<file path="src/rtl/apb_pkg.sv">
// Shared APB definitions: FSM states, default bus widths
// and the strobe-width derivation used by slaves and agents.
package apb_pkg;

  localparam int APB_ADDR_W = 32;
  localparam int APB_DATA_W = 32;

  function automatic int strb_w(input int dw);
    return dw / 8;
  endfunction

  localparam int APB_STRB_W = strb_w(APB_DATA_W);

  typedef enum logic {
    ST_IDLE   = 1'b0,
    ST_ACCESS = 1'b1
  } apb_state_e;

endpackage

</file>
<file path="src/rtl/apb_slave_regs_if.sv">
// APB bus bundle. master drives addr/ctrl/wdata/strb,
// slave returns pready/prdata/pslverr.
interface apb_slave_regs_if #(
  parameter int ADDR_WIDTH = 32,
  parameter int DATA_WIDTH = 32
);

  localparam int STRB_W = DATA_WIDTH / 8;

  logic [ADDR_WIDTH-1:0] paddr;
  logic [2:0]            pprot;
  logic                  psel;
  logic                  penable;
  logic                  pwrite;
  logic [DATA_WIDTH-1:0] pwdata;
  logic [STRB_W-1:0]     pstrb;
  logic                  pready;
  logic [DATA_WIDTH-1:0] prdata;
  logic                  pslverr;

  modport master (
    output paddr, pprot, psel, penable,
    output pwrite, pwdata, pstrb,
    input  pready, prdata, pslverr
  );

  modport slave (
    input  paddr, pprot, psel, penable,
    input  pwrite, pwdata, pstrb,
    output pready, prdata, pslverr
  );

endinterface

</file>
<file path="src/rtl/apb_reg_bank.sv">
// Register storage with byte-strobe write merge and read mux.
// Ports: clk/rst_n, write (we/widx/wdata/wstrb), read (ridx/rdata), regs_o.
module apb_reg_bank #(
  parameter int N_REGS     = 8,
  parameter int DATA_WIDTH = 32,
  parameter int IDX_W      = 3,
  localparam int STRB_W    = DATA_WIDTH / 8
) (
  input  logic                         clk,
  input  logic                         rst_n,
  input  logic                         we,
  input  logic [IDX_W-1:0]             widx,
  input  logic [DATA_WIDTH-1:0]        wdata,
  input  logic [STRB_W-1:0]            wstrb,
  input  logic [IDX_W-1:0]             ridx,
  output logic [DATA_WIDTH-1:0]        rdata,
  output logic [N_REGS*DATA_WIDTH-1:0] regs_o
);

  logic [DATA_WIDTH-1:0] mem [N_REGS];

  always_ff @(posedge clk or negedge rst_n) begin
    if (!rst_n) begin
      for (int i = 0; i < N_REGS; i++)
        mem[i] <= '0;
    end else if (we) begin
      for (int i = 0; i < N_REGS; i++) begin
        if (widx == IDX_W'(i)) begin
          for (int b = 0; b < STRB_W; b++) begin
            if (wstrb[b])
              mem[i][b*8 +: 8] <= wdata[b*8 +: 8];
          end
        end
      end
    end
  end

  // Out-of-range index reads as zero.
  always_comb begin
    rdata = '0;
    for (int i = 0; i < N_REGS; i++) begin
      if (ridx == IDX_W'(i))
        rdata = mem[i];
    end
  end

  always_comb begin
    regs_o = '0;
    for (int i = 0; i < N_REGS; i++)
      regs_o[i*DATA_WIDTH +: DATA_WIDTH] = mem[i];
  end

endmodule

</file>
<file path="src/rtl/apb_slave_regs.sv">
// APB register slave: IDLE/ACCESS FSM, wait-state counter, error decode.
// Ports: pclk, presetn, bus (APB slave modport), regs_o (flat register view).
module apb_slave_regs
  import apb_pkg::*;
#(
  parameter int N_REGS      = 8,
  parameter int DATA_WIDTH  = APB_DATA_W,
  parameter int ADDR_WIDTH  = APB_ADDR_W,
  parameter int WAIT_STATES = 0
) (
  input  logic                         pclk,
  input  logic                         presetn,
  apb_slave_regs_if.slave              bus,
  output logic [N_REGS*DATA_WIDTH-1:0] regs_o
);

  localparam int STRB_W = strb_w(DATA_WIDTH);
  localparam int IDX_W  = (N_REGS > 1) ? $clog2(N_REGS) : 1;
  localparam int CNT_W  = 4;
  localparam logic [CNT_W-1:0] WS = CNT_W'(WAIT_STATES);
  localparam logic [ADDR_WIDTH-1:0] TOP = ADDR_WIDTH'(4 * N_REGS);

  apb_state_e state, nstate;

  logic [CNT_W-1:0]      cnt;
  logic                  wr_q;
  logic                  err_q;
  logic [IDX_W-1:0]      idx_q;
  logic [DATA_WIDTH-1:0] wdata_q;
  logic [STRB_W-1:0]     strb_q;
  logic [2:0]            prot_q;

  logic                  setup;
  logic                  complete;
  logic                  abort;
  logic                  tick;
  logic                  we;
  logic                  addr_err;
  logic [IDX_W-1:0]      idx;
  logic [DATA_WIDTH-1:0] rdata;

  assign idx      = bus.paddr[IDX_W+1:2];
  assign addr_err = (bus.paddr[1:0] != 2'b00)
                 || (bus.paddr >= TOP);

  always_ff @(posedge pclk or negedge presetn) begin
    if (!presetn) state <= ST_IDLE;
    else          state <= nstate;
  end

  always_comb begin
    nstate = state;
    unique case (state)
      ST_IDLE:   if (setup) nstate = ST_ACCESS;
      ST_ACCESS: if (complete || abort) nstate = ST_IDLE;
      default:   nstate = ST_IDLE;
    endcase
  end

  always_comb begin
    setup    = 1'b0;
    complete = 1'b0;
    abort    = 1'b0;
    tick     = 1'b0;
    unique case (state)
      ST_IDLE: begin
        setup = bus.psel && !bus.penable;
      end
      ST_ACCESS: begin
        complete = bus.psel && bus.penable && bus.pready;
        abort    = !bus.psel;
        tick     = bus.psel && !bus.pready && (cnt != '0);
      end
      default: ;
    endcase
  end

  assign we = complete && wr_q && !err_q;

  always_ff @(posedge pclk or negedge presetn) begin
    if (!presetn) begin
      cnt         <= '0;
      wr_q        <= 1'b0;
      err_q       <= 1'b0;
      idx_q       <= '0;
      wdata_q     <= '0;
      strb_q      <= '0;
      prot_q      <= '0;
      bus.pready  <= 1'b0;
      bus.pslverr <= 1'b0;
      bus.prdata  <= '0;
    end else if (setup) begin
      cnt         <= WS;
      wr_q        <= bus.pwrite;
      err_q       <= addr_err;
      idx_q       <= idx;
      wdata_q     <= bus.pwdata;
      strb_q      <= bus.pstrb;
      prot_q      <= bus.pprot;
      bus.pready  <= (WAIT_STATES == 0);
      bus.pslverr <= (WAIT_STATES == 0) && addr_err;
      // Read data is sampled now and held through the access phase.
      bus.prdata  <= (!bus.pwrite && !addr_err) ? rdata : '0;
    end else if (complete || abort) begin
      cnt         <= '0;
      bus.pready  <= 1'b0;
      bus.pslverr <= 1'b0;
      bus.prdata  <= '0;
    end else if (tick) begin
      cnt <= cnt - 1'b1;
      if (cnt == CNT_W'(1)) begin
        bus.pready  <= 1'b1;
        bus.pslverr <= err_q;
      end
    end
  end

  apb_reg_bank #(
    .N_REGS     (N_REGS),
    .DATA_WIDTH (DATA_WIDTH),
    .IDX_W      (IDX_W)
  ) u_bank (
    .clk    (pclk),
    .rst_n  (presetn),
    .we     (we),
    .widx   (idx_q),
    .wdata  (wdata_q),
    .wstrb  (strb_q),
    .ridx   (idx),
    .rdata  (rdata),
    .regs_o (regs_o)
  );

endmodule

</file>
<file path="src/flat_wrapper.sv">
// flat-port wrapper written by rule: the top's interface ports become plain ports
module apb_slave_regs_flat import apb_pkg::*;
#(
  parameter int N_REGS      = 8,
  parameter int DATA_WIDTH  = APB_DATA_W,
  parameter int ADDR_WIDTH  = APB_ADDR_W,
  parameter int WAIT_STATES = 0
)
  (pclk, presetn, regs_o, bus_paddr, bus_pprot, bus_psel, bus_penable, bus_pwrite, bus_pwdata, bus_pstrb, bus_pready, bus_prdata, bus_pslverr);
  apb_slave_regs_if #(.ADDR_WIDTH(ADDR_WIDTH), .DATA_WIDTH(DATA_WIDTH)) bus_i ();
  input  logic pclk;
  input  logic presetn;
  output logic [N_REGS*DATA_WIDTH-1:0] regs_o;
  input wire logic [$bits(bus_i.paddr)-1:0] bus_paddr;
  input wire logic [$bits(bus_i.pprot)-1:0] bus_pprot;
  input wire logic [$bits(bus_i.psel)-1:0] bus_psel;
  input wire logic [$bits(bus_i.penable)-1:0] bus_penable;
  input wire logic [$bits(bus_i.pwrite)-1:0] bus_pwrite;
  input wire logic [$bits(bus_i.pwdata)-1:0] bus_pwdata;
  input wire logic [$bits(bus_i.pstrb)-1:0] bus_pstrb;
  output wire logic [$bits(bus_i.pready)-1:0] bus_pready;
  output wire logic [$bits(bus_i.prdata)-1:0] bus_prdata;
  output wire logic [$bits(bus_i.pslverr)-1:0] bus_pslverr;
  assign bus_i.paddr = bus_paddr;
  assign bus_i.pprot = bus_pprot;
  assign bus_i.psel = bus_psel;
  assign bus_i.penable = bus_penable;
  assign bus_i.pwrite = bus_pwrite;
  assign bus_i.pwdata = bus_pwdata;
  assign bus_i.pstrb = bus_pstrb;
  assign bus_pready = bus_i.pready;
  assign bus_prdata = bus_i.prdata;
  assign bus_pslverr = bus_i.pslverr;
  apb_slave_regs #(.N_REGS(N_REGS), .DATA_WIDTH(DATA_WIDTH), .ADDR_WIDTH(ADDR_WIDTH), .WAIT_STATES(WAIT_STATES)) u_core (.pclk(pclk), .presetn(presetn), .bus(bus_i), .regs_o(regs_o));
endmodule
</file>
<file path="config.mk">
export PLATFORM = sky130hd
export DESIGN_NAME = apb_slave_regs_flat
export DESIGN_NICKNAME = d
export VERILOG_FILES = /design/src/rtl/apb_pkg.sv /design/src/rtl/apb_slave_regs_if.sv /design/src/rtl/apb_reg_bank.sv /design/src/rtl/apb_slave_regs.sv /design/src/flat_wrapper.sv
export SDC_FILE = /design/constraint.sdc
export NUM_CORES = 1
export LEC_CHECK = 0
export ABC_AREA = 1
export ABC_CLOCK_PERIOD_IN_PS = 1700
export CORE_MARGIN = 10
export CORE_UTILIZATION = 40
export DETAILED_ROUTE_END_ITERATION = 8
export DONT_BUFFER_PORTS = 1
export MAX_ROUTING_LAYER = met4
export PLACE_DENSITY = 0.62
export SYNTH_ARGS = -nofsm -noshare
export SYNTH_HDL_FRONTEND = slang
export SYNTH_SLANG_ARGS = --single-unit
export TNS_END_PERCENT = 20
</file>
<file path="constraint.sdc">
create_clock -name pclk -period 1.7 [get_ports pclk]
set_input_delay 0.51 -clock pclk [delete_from_list [all_inputs] [get_ports pclk]]
set_output_delay 0.51 -clock pclk [all_outputs]
set_load 0.03 [all_outputs]
</file>
Word-level counts from Yosys, hierarchy flattened
Cells that the tools add are included.

operators by class
  $add $sub $neg = 1
  mux-type cells = 29
  reduce and logical (&&, ||, !) cells = 56
  $mul = 0
  magnitude comparators = 1
  div/mod/pow operators = 0
  shifts and indexed selects = 0
  equal/unequal tests = 15
  bitwise gates (word level) = 1

operators with widths
  operator                                                            count
  two-way mux 32 bit                                                  11
  AND reduction 3 bit                                                 32
  greater-or-equal comparator 32 x 6 -> 1 bit, second input constant  1
  equality test 3 bit, second input constant                          8
  two-way mux 1 bit                                                   14
  equality test 3 x 2 -> 1 bit, second input constant                 4
  two-way mux 4 bit                                                   3
  logical AND 1 bit                                                   8
  equality test 3 x 1 -> 1 bit, second input constant                 2
  zero test 1 bit                                                     6
  zero test 3 bit                                                     2
  nonzero test 3 bit                                                  2
  equality test 4 x 1 -> 1 bit, second input constant                 1
  nonzero test 2 bit                                                  2
  nonzero test 4 bit                                                  1
  subtractor 4 x 1 -> 4 bit, second input constant                    1
  logical OR 1 bit                                                    2
  case mux 1 bit (2 select lines)                                     1
  AND reduction 2 bit                                                 1
  inverter 1 bit                                                      1

storage, ports and cells
  memories = 0
  latch bits = 0
  bits in writable memories = 0
  memory bits (read-only) = 0
  output and inout bits = 290
  logic and storage cells = 145
  bits in registers = 336

Longest topological paths before layout
Gate-level depths: netlist of the first run.

  word-level depth = 11
  depth in mapped cells = 11
  mapped depth without buffers = 10

Hierarchy
Synthesis of the first run repeated with hierarchy kept, for this count alone.

unflattened totals
  cells, all modules = 1,713
  area total of the unflattened synthesis = 14,572.7 sq um

by module, submodules not included
  module          area an instance (sq um)  cells an instance  instances  seq. area each (sq um)
  apb_reg_bank    11,263.3                  1,326              1          6,406.1
  apb_slave_regs  3,309.4                   387                1          2,001.9

Least setup slack after synthesis of the first run
No wires, ideal clock.

  kind = input to register
  from = in bus_paddr[4]
  to = reg u_core.bus.prdata[24]
  required time = 1,583 ps
  data arrival time = 1,811 ps
  setup time = 117 ps
  cell stages on the path = 9
  setup slack = -227 ps
  path through = buf_2 clkinv_1 nor3_1 clkinv_1 clkbuf_1 nor2_1 nor2_1 nand2_1 nand2_1

between the ends
  longest elaborated chain between the ends = 11
  elaborated cells between the ends (all ways) = 22
  classes of those cells = order compare (1); eq/ne (7); mux (10); reduce/logical (4)

ends and longest elaborated chain
  element                                                                              RTL line                 source
  from (decl)                                                                          flat_wrapper.sv:14       input wire logic [$bits(bus_i.paddr)-1:0] bus_paddr;
  branches (longest 9 deep; another with greater-or-equal comparator 32 x 6 -> 1 bit)  n/a
  two-way mux 32 bit (*)                                                               apb_slave_regs.sv:103    bus.prdata <= (!bus.pwrite && !addr_err) ? rdata : '0;
  two-way mux 32 bit (*)                                                               apb_slave_regs.sv:92     end else if (setup) begin
  to (signal assigned)                                                                 apb_slave_regs.sv:103
  to (decl)                                                                            apb_slave_regs_if.sv:30  output pready, prdata, pslverr

Every way passes the cells marked *.
A chain may end at the register's enable or synchronous reset.

Worst setup path in the final report of the first run
  from = reg u_core.err_q
  to = reg u_core.u_bank.mem, in the netlist u_core.u_bank.regs_o[90]

between the ends
  longest elaborated chain between the ends = 3

ends and longest elaborated chain
  element                          RTL line              source
  from (decl)                      apb_slave_regs.sv:27  logic err_q;
  from (signal assigned)           apb_slave_regs.sv:95  err_q <= addr_err;
  zero test 1 bit                  apb_slave_regs.sv:78  assign we = complete && wr_q && !err_q;
  logical AND 1 bit                apb_slave_regs.sv:78
  AND reduction 3 bit (no line)    n/a
  to (signal, indexed assignment)  apb_reg_bank.sv:31    mem[i][b*8 +: 8] <= wdata[b*8 +: 8];
  to (decl)                        apb_reg_bank.sv:20    logic [DATA_WIDTH-1:0] mem [N_REGS];

No other way between the ends.

==> results.sh, run 1 <==
export IMPL_io_buffers=0
export IMPL_die_w_um=211
export IMPL_nNetsFinal=1866
export IMPL_htree_levels=2
export IMPL_ys_flop_type="dfrtp_1"
export IMPL_crit_slowest_cell="dfrtp_1"
export IMPL_cts_tree="built"
export IMPL_grt_antenna_before_repair=1
export IMPL_areaGrowthSynthToFinish_pct=18.4
export IMPL_setup_viol=80
export IMPL_firstDrtPassIters=6
export IMPL_final_antenna_net_count=0
export IMPL_die_area_sq_um=44400
export IMPL_layout_setup_ws_ps=-57.8
export IMPL_critPathMaxStageDelay_ps=410
export IMPL_clock_skew_ps=12.1
export IMPL_cap_violations=0
export IMPL_synth_top_area_share_pct=57.8
export IMPL_ir_worst_vdd_uv=740
export IMPL_start_util_pct=40.7
export IMPL_ctsRootBufferMaster="clkbuf_16"
export IMPL_synth_area_sq_um=14500
export IMPL_synthTopCellsByCount="nand2_1 (611), dfrtp_1 (336), o21ai_0 (283), nor2_1 (158), inv_1 (93)"
export IMPL_cp_end_kind="flop"
export IMPL_core_sq_um=35700
export IMPL_yosysMostFrequentCell="nand2_1"
export IMPL_leakage_uw=0.00808
export IMPL_startpoint_type="flop"
export IMPL_drive_gt1_share_pct=11.9
export IMPL_clock_sinks=336
export IMPL_r2r_slack_ps=-60
export IMPL_crit_chain="nor4_4 > buf_6 > nand2_4 > nor2_4 > buf_4 > nand2_8 > nand2_1 > o21ai_0"
export IMPL_worst_path_dominant_cell_family="simple AND/OR/NAND/NOR gates"
export IMPL_ys_seq_area_share_pct=57.8
export IMPL_drc_errors=0
export IMPL_insertion_delay_ps=540
export IMPL_clock_path_buffers=3
export IMPL_hp_class="primary input to asynchronous set/reset pin"
export IMPL_die_height_um=211
export IMPL_synth_top_area_cell="dfrtp_1"
export IMPL_synthesis_nets=1816
export IMPL_violations="hold timing, setup timing"
export IMPL_slew_violations=0
export IMPL_yosysUniqueCellTypes=28
export IMPL_overflow=0
export IMPL_cts_inserted_buffers=37
export IMPL_via_per_inst=5.32
export IMPL_layout_cells_non_filler=2274
export IMPL_fin_crit_ps=1760
export IMPL_p_per_area_nw_per_um2=1080
export IMPL_whs_ps=-317
export IMPL_critPathKind="flop to flop"
export IMPL_status="finished, violations left"
export IMPL_vias=12100
export IMPL_rr_worst_depth=8
export IMPL_dpl_hpwl_mm=36.3
export IMPL_path_clk_slew_ps=60
export IMPL_synth_edff_count=0
export IMPL_min_period_over_period_pct=103
export IMPL_async_reset_ff_share_pct=100
export IMPL_fillers=3395
export IMPL_rsz0062_at_grt="true"
export IMPL_fin_tns_setup_ps=-1650
export IMPL_ys_seq_elements=336
export IMPL_crit_arrival_ps=2160
export IMPL_grt_max_degree=337
export IMPL_globalplace_congestion=0.880
export IMPL_post_place_cells=2199
export IMPL_p_total_uw=18600
export IMPL_row_count=69
export IMPL_worstPathMaxFanout=16
export IMPL_first_global_vias=11400
export IMPL_synth_area_leaders="dfrtp_1 (58%), nand2_1 (16%), o21ai_0 (9.7%), nor2_1 (4.1%), inv_1 (2.4%)"
export IMPL_ys_warn_count=0
export IMPL_fin_util_pct=48.2
export IMPL_critical_path_depth=8
export IMPL_io_pin_count=366
export IMPL_max_clock_freq_mhz=569
export IMPL_drt_iter0_markers=1050
export IMPL_grtUsageTotal_pct=22.6
export IMPL_grt_pass1_wl_mm=74.2
export IMPL_report_final_hold_viol_count=336
export IMPL_tightest_slew_ps=730
export IMPL_critPathBufInv=2
export IMPL_drt_total_wl_mm=51.0
export IMPL_syn_avg_cell_area_sq_um=8.37
export IMPL_routedWlPerCell_um=22.4
export IMPL_netlist_instances=1738
export IMPL_relSlewSlack_pct=51.3
export IMPL_required_ps=2100
==> metrics by stage <==
step	area, sq um	worst slack, ps
2_1_floorplan	14700	-195
3_3_place_gp	15700	-203
3_5_place_dp	15700	-232
4_1_cts	17100	-44.4
5_1_grt	17200	-145
6_report	17200	-57.8
==> per-layer routing <==
metal	vias up	share of wire (%)	GRT usage, %	routed length (um)
met5	-	0	-	0
met4	0	3.2	8.09	1630
met3	111	9.1	6.93	4640
met2	498	46	34.3	23500
met1	5803	42	28.2	21200
li1	5697	-	-	-
==> cells by family (layout without fill, tap and decap cells) <==
| kind of cell | after synthesis | after routing | synth area share, % |
|---|---|---|---|
| AOI/OAI and AO/OA | 337 | 337 | 11.6 |
| xor gates and xnor gates | 1 | 1 | 0.0602 |
| adders and majority gates | 2 | 2 | 0.172 |
| buffers and inverters | 178 | 250 | 4.95 |
| DFF | 336 | 336 | 57.8 |
| other | 0 | 1 | 0 |
| and+or+nand+nor | 884 | 886 | 25.4 |
==> placed cells by master, fill, tap and decap left out, drive strengths merged, types with 29 or more instances in the layout <==
cell / count
inv: 93
clkbuf: 54
nor2: 162
o21ai: 293
nand4: 29
buf: 90
a21oi: 41
nand2: 624
dfrtp: 336
nand3: 54
==> layout make-up <==
class / instances / area, sq um / share of cell area [%]
timing repair buffer: 91 / 1000 / 5.81
inverter: 96 / 368 / 2.14
clock inverter: 10 / 100 / 0.581
sequential: 336 / 8420 / 48.9
clock buffer: 53 / 1070 / 6.19
antenna: 1 / 2.50 / 0.0145
multi-input combinational: 1226 / 5690 / 33.0
tap: 461 / 577 / 3.35
==> path summary, 6_finish.rpt <==
kind	start	to
setup / recovery	u_core.err_q	u_core.u_bank.regs_o[90]
hold / removal	presetn	u_core.wdata_q[14]
setup reg to reg	u_core.err_q	u_core.u_bank.regs_o[90]
hold reg to reg	u_core.u_bank.regs_o[84]	u_core.u_bank.regs_o[84]
max in group asynchronous	presetn	u_core.strb_q[3]
min in group pclk	bus_pstrb[1]	u_core.strb_q[1]
==> state kept, by name, indices dropped and copies added (netlist names) <==
signal,flops
u_core.u_bank.regs_o,256
u_core.bus.prdata,32
u_core.wdata_q,32
u_core.cnt,4
u_core.strb_q,4
u_core.idx_q,3
u_core.bus.pready,1
u_core.bus.pslverr,1
u_core.err_q,1
u_core.state,1
u_core.wr_q,1
==> report_power, final <==
part / internal [uW] / switching, uW / total (uW)
sequential: 8390 / 795 / 9190
combinational: 454 / 1120 / 1580
clock: 4640 / 3230 / 7870
==> repair_timing <==
| action | CTS | global route |
|---|---|---|
| resized for setup | 21 | 47 |
| endpoints found under the setup margin | 189 | 267 |
| endpoints found under the hold margin | 336 | 336 |
| gates cloned | 0 | 4 |
| setup buffers | 7 | 0 |
| pin swaps | 4 | 3 |
Power figures use the tool's default switching activity.
==> inputs of run 2 (changes only) <==
Settings changed: SETUP_SLACK_MARGIN from default to 0.5.
==> run 2 against run 1 <==
  * The run still ends with hold timing, setup timing left
  * Cell count increased by 0.92%
  * Core utilization increased by 2.9 points
  * Register-to-register slack about the same
  * Routed wire length increased by 9.4%
  * Critical path depth unchanged
  * First-iteration DRC count increased by 2.6%
  * Total power increased by 4.3%
  * Worst setup slack improved by 4.7 ps
  * Maximum frequency increased by 0.27%
  * Clock power increased by 8.0%
  * Flip-flop and latch count unchanged
  * Worst hold slack got worse by 27 ps
  * Largest cell class unchanged
  * Largest power group unchanged
  * Highest routed layer unchanged
==> results.sh, run 2 (same netlist as run 1, synthesis figures left out) <==
export IMPL_status="finished, violations left"
export IMPL_violations="hold timing, setup timing"
export IMPL_crit_slowest_cell="dfrtp_1"
export IMPL_min_period_over_period_pct=103
export IMPL_ctsRootBufferMaster="clkbuf_16"
export IMPL_grtUsageTotal_pct=23.6
export IMPL_io_buffers=0
export IMPL_nNetsFinal=1884
export IMPL_fillers=3317
export IMPL_max_clock_freq_mhz=570
export IMPL_vias=12500
export IMPL_crit_chain="nor4_4 > buf_6 > buf_6 > buf_12 > nand3_4 > clkbuf_16 > nand2_2 > o21ai_1"
export IMPL_ir_worst_vdd_uv=817
export IMPL_cap_violations=0
export IMPL_clock_sinks=336
export IMPL_final_antenna_net_count=0
export IMPL_report_final_hold_viol_count=336
export IMPL_antennaDiodeCount=0
export IMPL_die_height_um=211
export IMPL_whs_ps=-343
export IMPL_r2r_slack_ps=-50
export IMPL_startpoint_type="flop"
export IMPL_start_util_pct=40.7
export IMPL_layout_cells_non_filler=2295
export IMPL_drt_total_wl_mm=55.7
export IMPL_largest_reg_flops=256
export IMPL_hp_class="primary input to asynchronous set/reset pin"
export IMPL_cp_end_kind="flop"
export IMPL_grt_max_degree=337
export IMPL_clock_path_buffers=3
export IMPL_critPathKind="flop to flop"
export IMPL_relSlewSlack_pct=54.5
export IMPL_crit_arrival_ps=2180
export IMPL_via_per_inst=5.46
export IMPL_tightest_slew_ps=683
export IMPL_firstDrtPassIters=5
export IMPL_cts_inserted_buffers=38
export IMPL_io_pin_count=366
export IMPL_overflow=0
export IMPL_clock_skew_ps=9.29
export IMPL_fin_util_pct=51.1
export IMPL_cts_tree="built"
export IMPL_drc_errors=0
export IMPL_dpl_hpwl_mm=36.3
export IMPL_insertion_delay_ps=560
export IMPL_drive_gt1_share_pct=17.8
export IMPL_final_common_cell="nand2_1"
export IMPL_layout_setup_ws_ps=-53.0
export IMPL_grt_antenna_before_repair=0
export IMPL_drt_iter0_markers=1077
export IMPL_grt_pass1_wl_mm=77.0
export IMPL_leakage_uw=0.00831
export IMPL_slew_violations=0
export IMPL_areaGrowthSynthToFinish_pct=25.6
export IMPL_setup_viol=102
export IMPL_first_global_vias=11800
export IMPL_post_place_cells=2196
export IMPL_htree_levels=2
export IMPL_final_cell_mix="nand2_1 (534), dfrtp_1 (318), o21ai_0 (175)"
export IMPL_fin_crit_ps=1750
export IMPL_routedWlPerCell_um=24.3
export IMPL_globalplace_congestion=0.887
export IMPL_p_per_area_nw_per_um2=1060
export IMPL_path_clk_slew_ps=60
export IMPL_die_w_um=211
export IMPL_critPathMaxStageDelay_ps=400
export IMPL_required_ps=2130
export IMPL_die_area_sq_um=44400
export IMPL_rsz0062_at_grt="true"
export IMPL_worstPathMaxFanout=8
export IMPL_row_count=69
export IMPL_crit_path_frequent_cell="buf_6"
export IMPL_core_sq_um=35700
## run 2: final timing paths
path | start | endpoint | cells past startpoint
max | u_core.err_q | u_core.u_bank.regs_o[169] | 8
min | presetn | u_core.bus.prdata[30] | 0
max reg2reg | u_core.err_q | u_core.u_bank.regs_o[169] | 8
min reg2reg | u_core.u_bank.regs_o[67] | u_core.u_bank.regs_o[67] | 2
max in group asynchronous | presetn | u_core.u_bank.regs_o[171] | 0
min in group pclk | bus_penable | u_core.state | 1
## run 2: worst max-delay path: cells and delay by family, from the launching register on
family                 cells  cell delay [ps]
and+or+nand+nor            3              460
DFF                        1              400
buffers and inverters      4              690
AOI/OAI and AO/OA          1               60
## run 2: area by class of cell
type	instances	area [sq um]	area share, %
clock inverters	10	156	0.856
clock buffers	58	1130	6.19
multi-input cells	1231	6180	33.9
flip-flops and latches	336	8430	46.2
inverters	96	392	2.14
repair buffers	103	1390	7.63
well taps	461	577	3.16
## run 2: what timing repair did
action | 4_1_cts | 5_1_grt
pin swaps | 9 | 8
endpoints found under the hold margin | 336 | 336
endpoints found under the setup margin | 625 | 625
buffers inserted | 10 | 4
gates cloned | 0 | 17
resized for setup | 42 | 217
## run 2: through the flow
stage / total power, uW / area [sq um] / setup slack, ps / setup TNS, ps / hold WS, ps
after floorplan: 10100 / 15000 / -195 / -28810 / 214
after global placement: 10800 / 15900 / -206 / -28970 / 226
after detailed placement: 10800 / 15900 / -260 / -37070 / 225
after CTS: 19400 / 17400 / -33.3 / -840 / -369
after global routing: 20200 / 18300 / -122 / -16340 / -369
final: 19400 / 18300 / -53.0 / -1990 / -343
## run 2: layer usage
layer  routed length [um]  vias to the layer above  share of wire [%]  global-route usage, %
li1                     -                     5777                  -                      -
met1                22500                     6070                 40                   27.9
met2                26200                      591                 47                   37.6
met3                 5800                       92                 10                   8.03
met4                 1250                        0                2.2                   7.14
met5                    0                        -                  0                      -
## run 2: report_power, final
group / switching (uW) / total (uW) / internal (uW) / leakage [uW]
clock: 3310 / 8500 / 5190 / 0.000626
sequential: 849 / 9250 / 8400 / 0.00458
combinational: 1210 / 1700 / 487 / 0.00310
total: 5370 / 19400 / 14100 / 0.00831
